==> src/rtl/wb_port_arb_pkg.sv <==
// Shared constants and types for the register-file writeback port arbiter.
package wb_port_arb_pkg;

   typedef enum logic [1:0] {
      ST_IDLE    = 2'd0,
      ST_PENDING = 2'd1,
      ST_STARVED = 2'd2
   } arb_state_e;

   localparam logic [1:0] FIFO_DEPTH = 2'd2;
   localparam logic [4:0] REG_ZERO   = 5'd0;
   localparam logic       WE_ON      = 1'b1;
   localparam logic       WE_OFF     = 1'b0;

endpackage

==> src/rtl/wb_pend_fifo.sv <==
// Two-entry in-order queue of long-unit results with same-cycle address invalidation.
module wb_pend_fifo
   import wb_port_arb_pkg::*;
(
   input  logic        clk,
   input  logic        rst,
   input  logic        push,
   input  logic [4:0]  push_wd,
   input  logic [31:0] push_data,
   input  logic        pop,
   input  logic        inv_en,
   input  logic [4:0]  inv_wd,
   output logic [4:0]  head_wd,
   output logic [31:0] head_data,
   output logic [1:0]  count,
   output logic [1:0]  count_next,
   output logic        inv_hit
);

   logic [1:0]                  cnt_q, cnt_d;
   logic [FIFO_DEPTH-1:0][4:0]  wd_q, wd_d;
   logic [FIFO_DEPTH-1:0][31:0] data_q, data_d;
   logic [2:0]                  c_vld, hit, keep;
   logic [2:0][4:0]             c_wd;
   logic [2:0][31:0]            c_data;
   logic [1:0]                  n;

   // Candidates in age order: head, second, incoming. Survivors are packed
   // toward slot 0; at most two survive because push requires a free slot.
   always_comb begin
      c_vld  = {push, (cnt_q == 2'd2), (cnt_q != 2'd0) && !pop};
      c_wd   = {push_wd, wd_q[1], wd_q[0]};
      c_data = {push_data, data_q[1], data_q[0]};
      hit    = '0;
      keep   = '0;
      wd_d   = '0;
      data_d = '0;
      n      = '0;
      for (int i = 0; i < 3; i++) begin
         hit[i]  = inv_en && c_vld[i] && (c_wd[i] == inv_wd);
         keep[i] = c_vld[i] && !hit[i];
         if (keep[i] && (n < FIFO_DEPTH)) begin
            wd_d[n[0]]   = c_wd[i];
            data_d[n[0]] = c_data[i];
            n            = n + 2'd1;
         end
      end
      cnt_d = n;
   end

   always_ff @(posedge clk or posedge rst) begin
      if (rst) begin
         cnt_q  <= '0;
         wd_q   <= '0;
         data_q <= '0;
      end else begin
         cnt_q  <= cnt_d;
         wd_q   <= wd_d;
         data_q <= data_d;
      end
   end

   assign head_wd    = wd_q[0];
   assign head_data  = data_q[0];
   assign count      = cnt_q;
   assign count_next = cnt_d;
   assign inv_hit    = |hit;

endmodule

==> src/rtl/wb_port_arb.sv <==
// Arbitrates the single register-file write port between the pipeline and queued
// long-unit results; requests pipeline bubbles when queued results starve.
module wb_port_arb
   import wb_port_arb_pkg::*;
#(
   parameter int STARVE_LIMIT = 4
) (
   input  logic        clk,
   input  logic        rst,
   input  logic [4:0]  pipe_wd,
   input  logic        pipe_wreg,
   input  logic [31:0] pipe_wdata,
   input  logic        lu_valid,
   input  logic [4:0]  lu_wd,
   input  logic [31:0] lu_wdata,
   output logic        lu_ready,
   output logic        rf_we,
   output logic [4:0]  rf_waddr,
   output logic [31:0] rf_wdata,
   output logic        stall_req,
   output logic [1:0]  pend_cnt
);

   arb_state_e  state_q, state_d;
   logic [3:0]  blk_q, blk_d;
   logic        rf_we_q, rf_we_d;
   logic [4:0]  rf_waddr_q, rf_waddr_d;
   logic [31:0] rf_wdata_q, rf_wdata_d;
   logic        stall_q, stall_d;

   logic        push, grant_fifo, inv_en, inv_hit;
   logic [1:0]  cnt, cnt_next;
   logic [4:0]  head_wd;
   logic [31:0] head_data;

   assign lu_ready   = (cnt < FIFO_DEPTH);
   assign push       = lu_valid && lu_ready && (lu_wd != REG_ZERO);
   assign grant_fifo = !pipe_wreg && (cnt != 2'd0);
   assign inv_en     = pipe_wreg && (pipe_wd != REG_ZERO);

   wb_pend_fifo u_fifo (
      .clk        (clk),
      .rst        (rst),
      .push       (push),
      .push_wd    (lu_wd),
      .push_data  (lu_wdata),
      .pop        (grant_fifo),
      .inv_en     (inv_en),
      .inv_wd     (pipe_wd),
      .head_wd    (head_wd),
      .head_data  (head_data),
      .count      (cnt),
      .count_next (cnt_next),
      .inv_hit    (inv_hit)
   );

   always_comb begin
      rf_we_d    = WE_OFF;
      rf_waddr_d = '0;
      rf_wdata_d = '0;
      // A pipeline write to r0 still owns the port; it just does not write.
      if (pipe_wreg) begin
         if (pipe_wd != REG_ZERO) begin
            rf_we_d    = WE_ON;
            rf_waddr_d = pipe_wd;
            rf_wdata_d = pipe_wdata;
         end
      end else if (grant_fifo) begin
         rf_we_d    = WE_ON;
         rf_waddr_d = head_wd;
         rf_wdata_d = head_data;
      end

      blk_d = blk_q;
      if (grant_fifo || inv_hit || (cnt == 2'd0))
         blk_d = '0;
      else if (pipe_wreg && (blk_q != 4'hF))
         blk_d = blk_q + 4'd1;

      state_d = state_q;
      case (state_q)
         ST_IDLE:    if (push) state_d = ST_PENDING;
         ST_PENDING: if (blk_d >= 4'(STARVE_LIMIT)) state_d = ST_STARVED;
         ST_STARVED: if (grant_fifo || inv_hit) state_d = ST_PENDING;
         default:    state_d = ST_IDLE;
      endcase
      if (cnt_next == 2'd0)
         state_d = ST_IDLE;

      stall_d = (state_d == ST_STARVED);
   end

   always_ff @(posedge clk or posedge rst) begin
      if (rst) begin
         state_q    <= ST_IDLE;
         blk_q      <= '0;
         rf_we_q    <= WE_OFF;
         rf_waddr_q <= '0;
         rf_wdata_q <= '0;
         stall_q    <= 1'b0;
      end else begin
         state_q    <= state_d;
         blk_q      <= blk_d;
         rf_we_q    <= rf_we_d;
         rf_waddr_q <= rf_waddr_d;
         rf_wdata_q <= rf_wdata_d;
         stall_q    <= stall_d;
      end
   end

   assign rf_we     = rf_we_q;
   assign rf_waddr  = rf_waddr_q;
   assign rf_wdata  = rf_wdata_q;
   assign stall_req = stall_q;
   assign pend_cnt  = cnt;

endmodule
==> config.mk <==
export PLATFORM = sky130hd
export DESIGN_NAME = wb_port_arb
export DESIGN_NICKNAME = d
export VERILOG_FILES = /design/src/rtl/wb_port_arb_pkg.sv /design/src/rtl/wb_pend_fifo.sv /design/src/rtl/wb_port_arb.sv
export SDC_FILE = /design/constraint.sdc
export NUM_CORES = 1
export LEC_CHECK = 0
export CAP_MARGIN = 15
export CORE_MARGIN = 2
export CORE_UTILIZATION = 51
export CTS_CLUSTER_SIZE = 20
export DETAILED_ROUTE_END_ITERATION = 10
export PLACE_DENSITY = 0.8
export SLEW_MARGIN = 10
export SYNTH_ARGS = -nofsm -noshare
export SYNTH_HDL_FRONTEND = slang
export SYNTH_SLANG_ARGS = --single-unit
==> constraint.sdc <==
create_clock -name clk -period 5.1 [get_ports clk]
set_input_delay 0.765 -clock clk [delete_from_list [all_inputs] [get_ports clk]]
set_output_delay 0.765 -clock clk [all_outputs]
set_load 0.05 [all_outputs]
==> summary.md <==
| Metric | Value |
|---|---|
| GP Congestion | `0.913` |
| M1 WL | `5.93 mm` |
| CP required | `5.50 ns` |
| Register area share after synthesis | `54.7%` |
| Syn-to-layout area delta | `34.5%` |
| Top-level I/O count | `120` |
| Num CTS Buffers | `17` |
| Ranking of synthesized cells by area | `dfrtp_1 (55%), a22o_1 (12%), mux2i_1 (6.9%), o311a_1 (6.7%), a21oi_1 (3.5%)` |
| Initial Util | `51.7%` |
| Initial DRC Count | `388` |
| Capturing element type of the critical path | `register` |
| #FFs+latches synth | `121` |
| Post-CTS Resized | `0` |
| VDD IR max | `0.000258 V` |
| Cell Rows | `38` |
| GR Util All Layers | `26.1%` |
| Worst slew pin tran | `0.992 ns` |
| Asr flop ratio synth | `100%` |
| Final period util | `75.0%` |
| Worst Hold Slack | `0.493 ns` |
| CTS Sinks | `121` |
| Status | `completed` |
| Register clock-pin slew on the reported worst setup and hold paths | `0.06 ns` |
| Min-delay src | `u_fifo.head_data[15]` |
| Cell Pwr Density | `522 nW/µm²` |
| Endpoints failing hold | `0` |
| Ys Warns | `0` |
| Hold endpoint | `rf_wdata[15]` |
| First-pass GRT wire length | `23.3 mm` |
| Synthesized cell area | `5530 µm²` |
| Flop2flop setup slack | `1.94 ns` |
| Setup_tns | `0 ns` |
| Top Layer Used | `met4` |
| Clock Latency Late Sink | `0.52 ns` |
| Grt ovf | `0` |
| Syn nets | `553` |
| Port buffer count | `119` |
| Yosys top cell area share | `54.7%` |
| Root Buffer | `clkbuf_8` |
| CTS tree | `built` |
| Antenna viol nets, final | `0` |
| Largest net degree at the start of global routing | `44` |
| Avg Cell Area, Syn | `11.7 µm²` |
| Synth Instances | `472` |
| DR WL met2 | `7.48 mm` |
| DIE AREA | `11700 µm²` |
| Max-Cap Viols | `0` |
| Worst min path class | `reg2reg` |
| Worst hold stages | `1` |
| Reg2reg end | `u_fifo.head_data[14]` |
| Fmax | `261 MHz` |
| Leakage | `3.37 nW` |
| Most common cell after layout, fill and taps aside | `dfrtp_1` |
| Commonest cells after routing, fill and taps aside | `dfrtp_1 (121), clkdlybuf4s50_1 (119), a22o_1 (75)` |
| # Post-CTS Setup Buffers | `0` |
| Number of synthesized flops with an enable pin | `0` |
| Vias post-DR | `4432` |
| Beginning of the worst register-to-register path | `u_fifo.head_wd[3]` |
| Die width | `108 µm` |
| CTS H-tree depth | `4` |
| Slew headroom | `33.7%` |
| 1st-pass router iterations | `4` |
| Finished layout cell area | `7450 µm²` |
| Critical Path AT | `4.23 ns` |
| Core region area | `10700 µm²` |
| Startpoint Class | `primary input` |
| Ant diodes | `0` |
| Main synth FF type | `dfrtp_1` |
| Final setup violating endpoints | `0` |
| Minimum clock period | `3.83 ns` |
| Crit path max fanout | `39` |
| Crit Path Class | `in2reg` |
| Die Height | `108 µm` |
| Met3 wire length | `820 µm` |
| Largest area contributor in the netlist | `dfrtp_1` |
| DRC violations left | `0` |
| RSZ-0062 raised after global routing | `no` |
| DP Area | `6850 µm²` |
| Worst Skew | `0.00723 ns` |
| Max-slew violation count | `0` |
| Routed vias/inst | `6.07` |
| FF-to-FF path depth | `8` |
| Post-DP HPWL | `8.92 mm` |
| Antenna violations before repair | `0` |
| Share of cells above drive strength 1 | `9.49%` |
| Layout Nets | `658` |
| Vias in the first global route | `4633` |
| CTS Buffer Depth | `2` |
| Drt wl/cell | `19.8 µm` |
| CTS Hold Bufs | `0` |
| Synth unique cells | `44` |
| Final WL | `14.4 mm` |
[how the worst max path moves through the flow]
stage               start                   end  slack, ns
2_1_floorplan         rst              blk_q[0]       1.12
3_3_place_gp   pipe_wd[3]  u_fifo.head_data[15]       0.63
3_5_place_dp   pipe_wd[3]  u_fifo.head_data[27]       0.54
4_1_cts        pipe_wd[3]  u_fifo.head_data[27]       1.08
5_1_grt        pipe_wd[4]  u_fifo.head_data[15]       1.15
6_report       pipe_wd[4]  u_fifo.head_data[14]       1.27
[registers in the layout, summed over array words and instances (netlist names)]
| register | cells |
|---|---|
| blk_q | 4 |
| u_fifo.head_wd | 5 |
| u_fifo.c_wd | 5 |
| u_fifo.count | 2 |
| rf_we | 1 |
| state_q | 2 |
| u_fifo.c_data | 32 |
| stall_req | 1 |
| rf_waddr | 5 |
| rf_wdata | 32 |
| u_fifo.head_data | 32 |
[critical path, cell delays in order]
cell             delay (ns)
clkdlybuf4s50_1        0.54
or4_4                  0.62
nor2_1                 0.39
o311ai_4               0.28
ha_1                   0.45
a2111o_2               0.71
buf_12                 0.29
nor2_1                 0.11
a21oi_1                0.05
[report_power, final]
part / switching, W / total (W) / internal [W]
logic: 0.000854 / 0.00136 / 0.000510
registers: 0.000154 / 0.00137 / 0.00122
clock network: 0.000420 / 0.00115 / 0.000731
total: 0.00143 / 0.00389 / 0.00246
[routing by layer]
| layer | track usage, % | vias up |
|---|---|---|
| li1 | - | 2005 |
| met1 | 32.3 | 2254 |
| met2 | 44.3 | 154 |
| met3 | 7.11 | 19 |
| met4 | 8.70 | 0 |
| met5 | 0 | - |
[final cells by class]
class | instances | area, µm²
fillers | 766 | 3250
flip-flops and latches | 121 | 3030
multi-input cells | 298 | 2330
repair buffers | 130 | 1290
clock buffers | 21 | 459
well taps | 140 | 175
clock inverters | 11 | 121
inverters | 9 | 36.3
[per-stage QoR]
step | setup WS, ns | util [%] | power, W | instances
6_report | 1.27 | 69.6 | 0.00389 | 730
5_1_grt | 1.15 | 69.6 | 0.00407 | 730
4_1_cts | 1.08 | 69.5 | 0.00389 | 729
3_5_place_dp | 0.537 | 64.0 | 0.00273 | 697
3_3_place_gp | 0.627 | 64.0 | 0.00269 | 697
2_1_floorplan | 1.12 | - | 0.00228 | 472
[cell families (layout without fill, tap and decap cells)]
group / Yosys count / count (layout) / share of synthesized area [%]
adder cells (fa/ha/maj): 3 / 3 / 0.678
XOR/XNOR: 16 / 16 / 2.53
AND/OR/NAND/NOR: 71 / 71 / 6.10
flip-flops: 121 / 121 / 54.7
AO/OA/AOI/OAI: 169 / 169 / 24.6
multiplexers: 39 / 39 / 7.08
buffers and inverters: 53 / 171 / 4.27
[synthesized netlist by cell type, types with 2 or more instances]
master and count:
dfrtp_1 121, a22o_1 75, nor2_1 43, a21oi_1 39, mux2i_1 38, o311a_1 37, clkbuf_1 26, xnor2_1 15
buf_2 9, inv_1 9, nand2_1 8, buf_1 5, nor3_1 4, a211oi_1 3, buf_6 3, ha_1 3
nand3_1 3, a2111oi_0 2, o21ai_0 2, o31ai_1 2, or3_1 2
(Power assumes the default switching activity.)
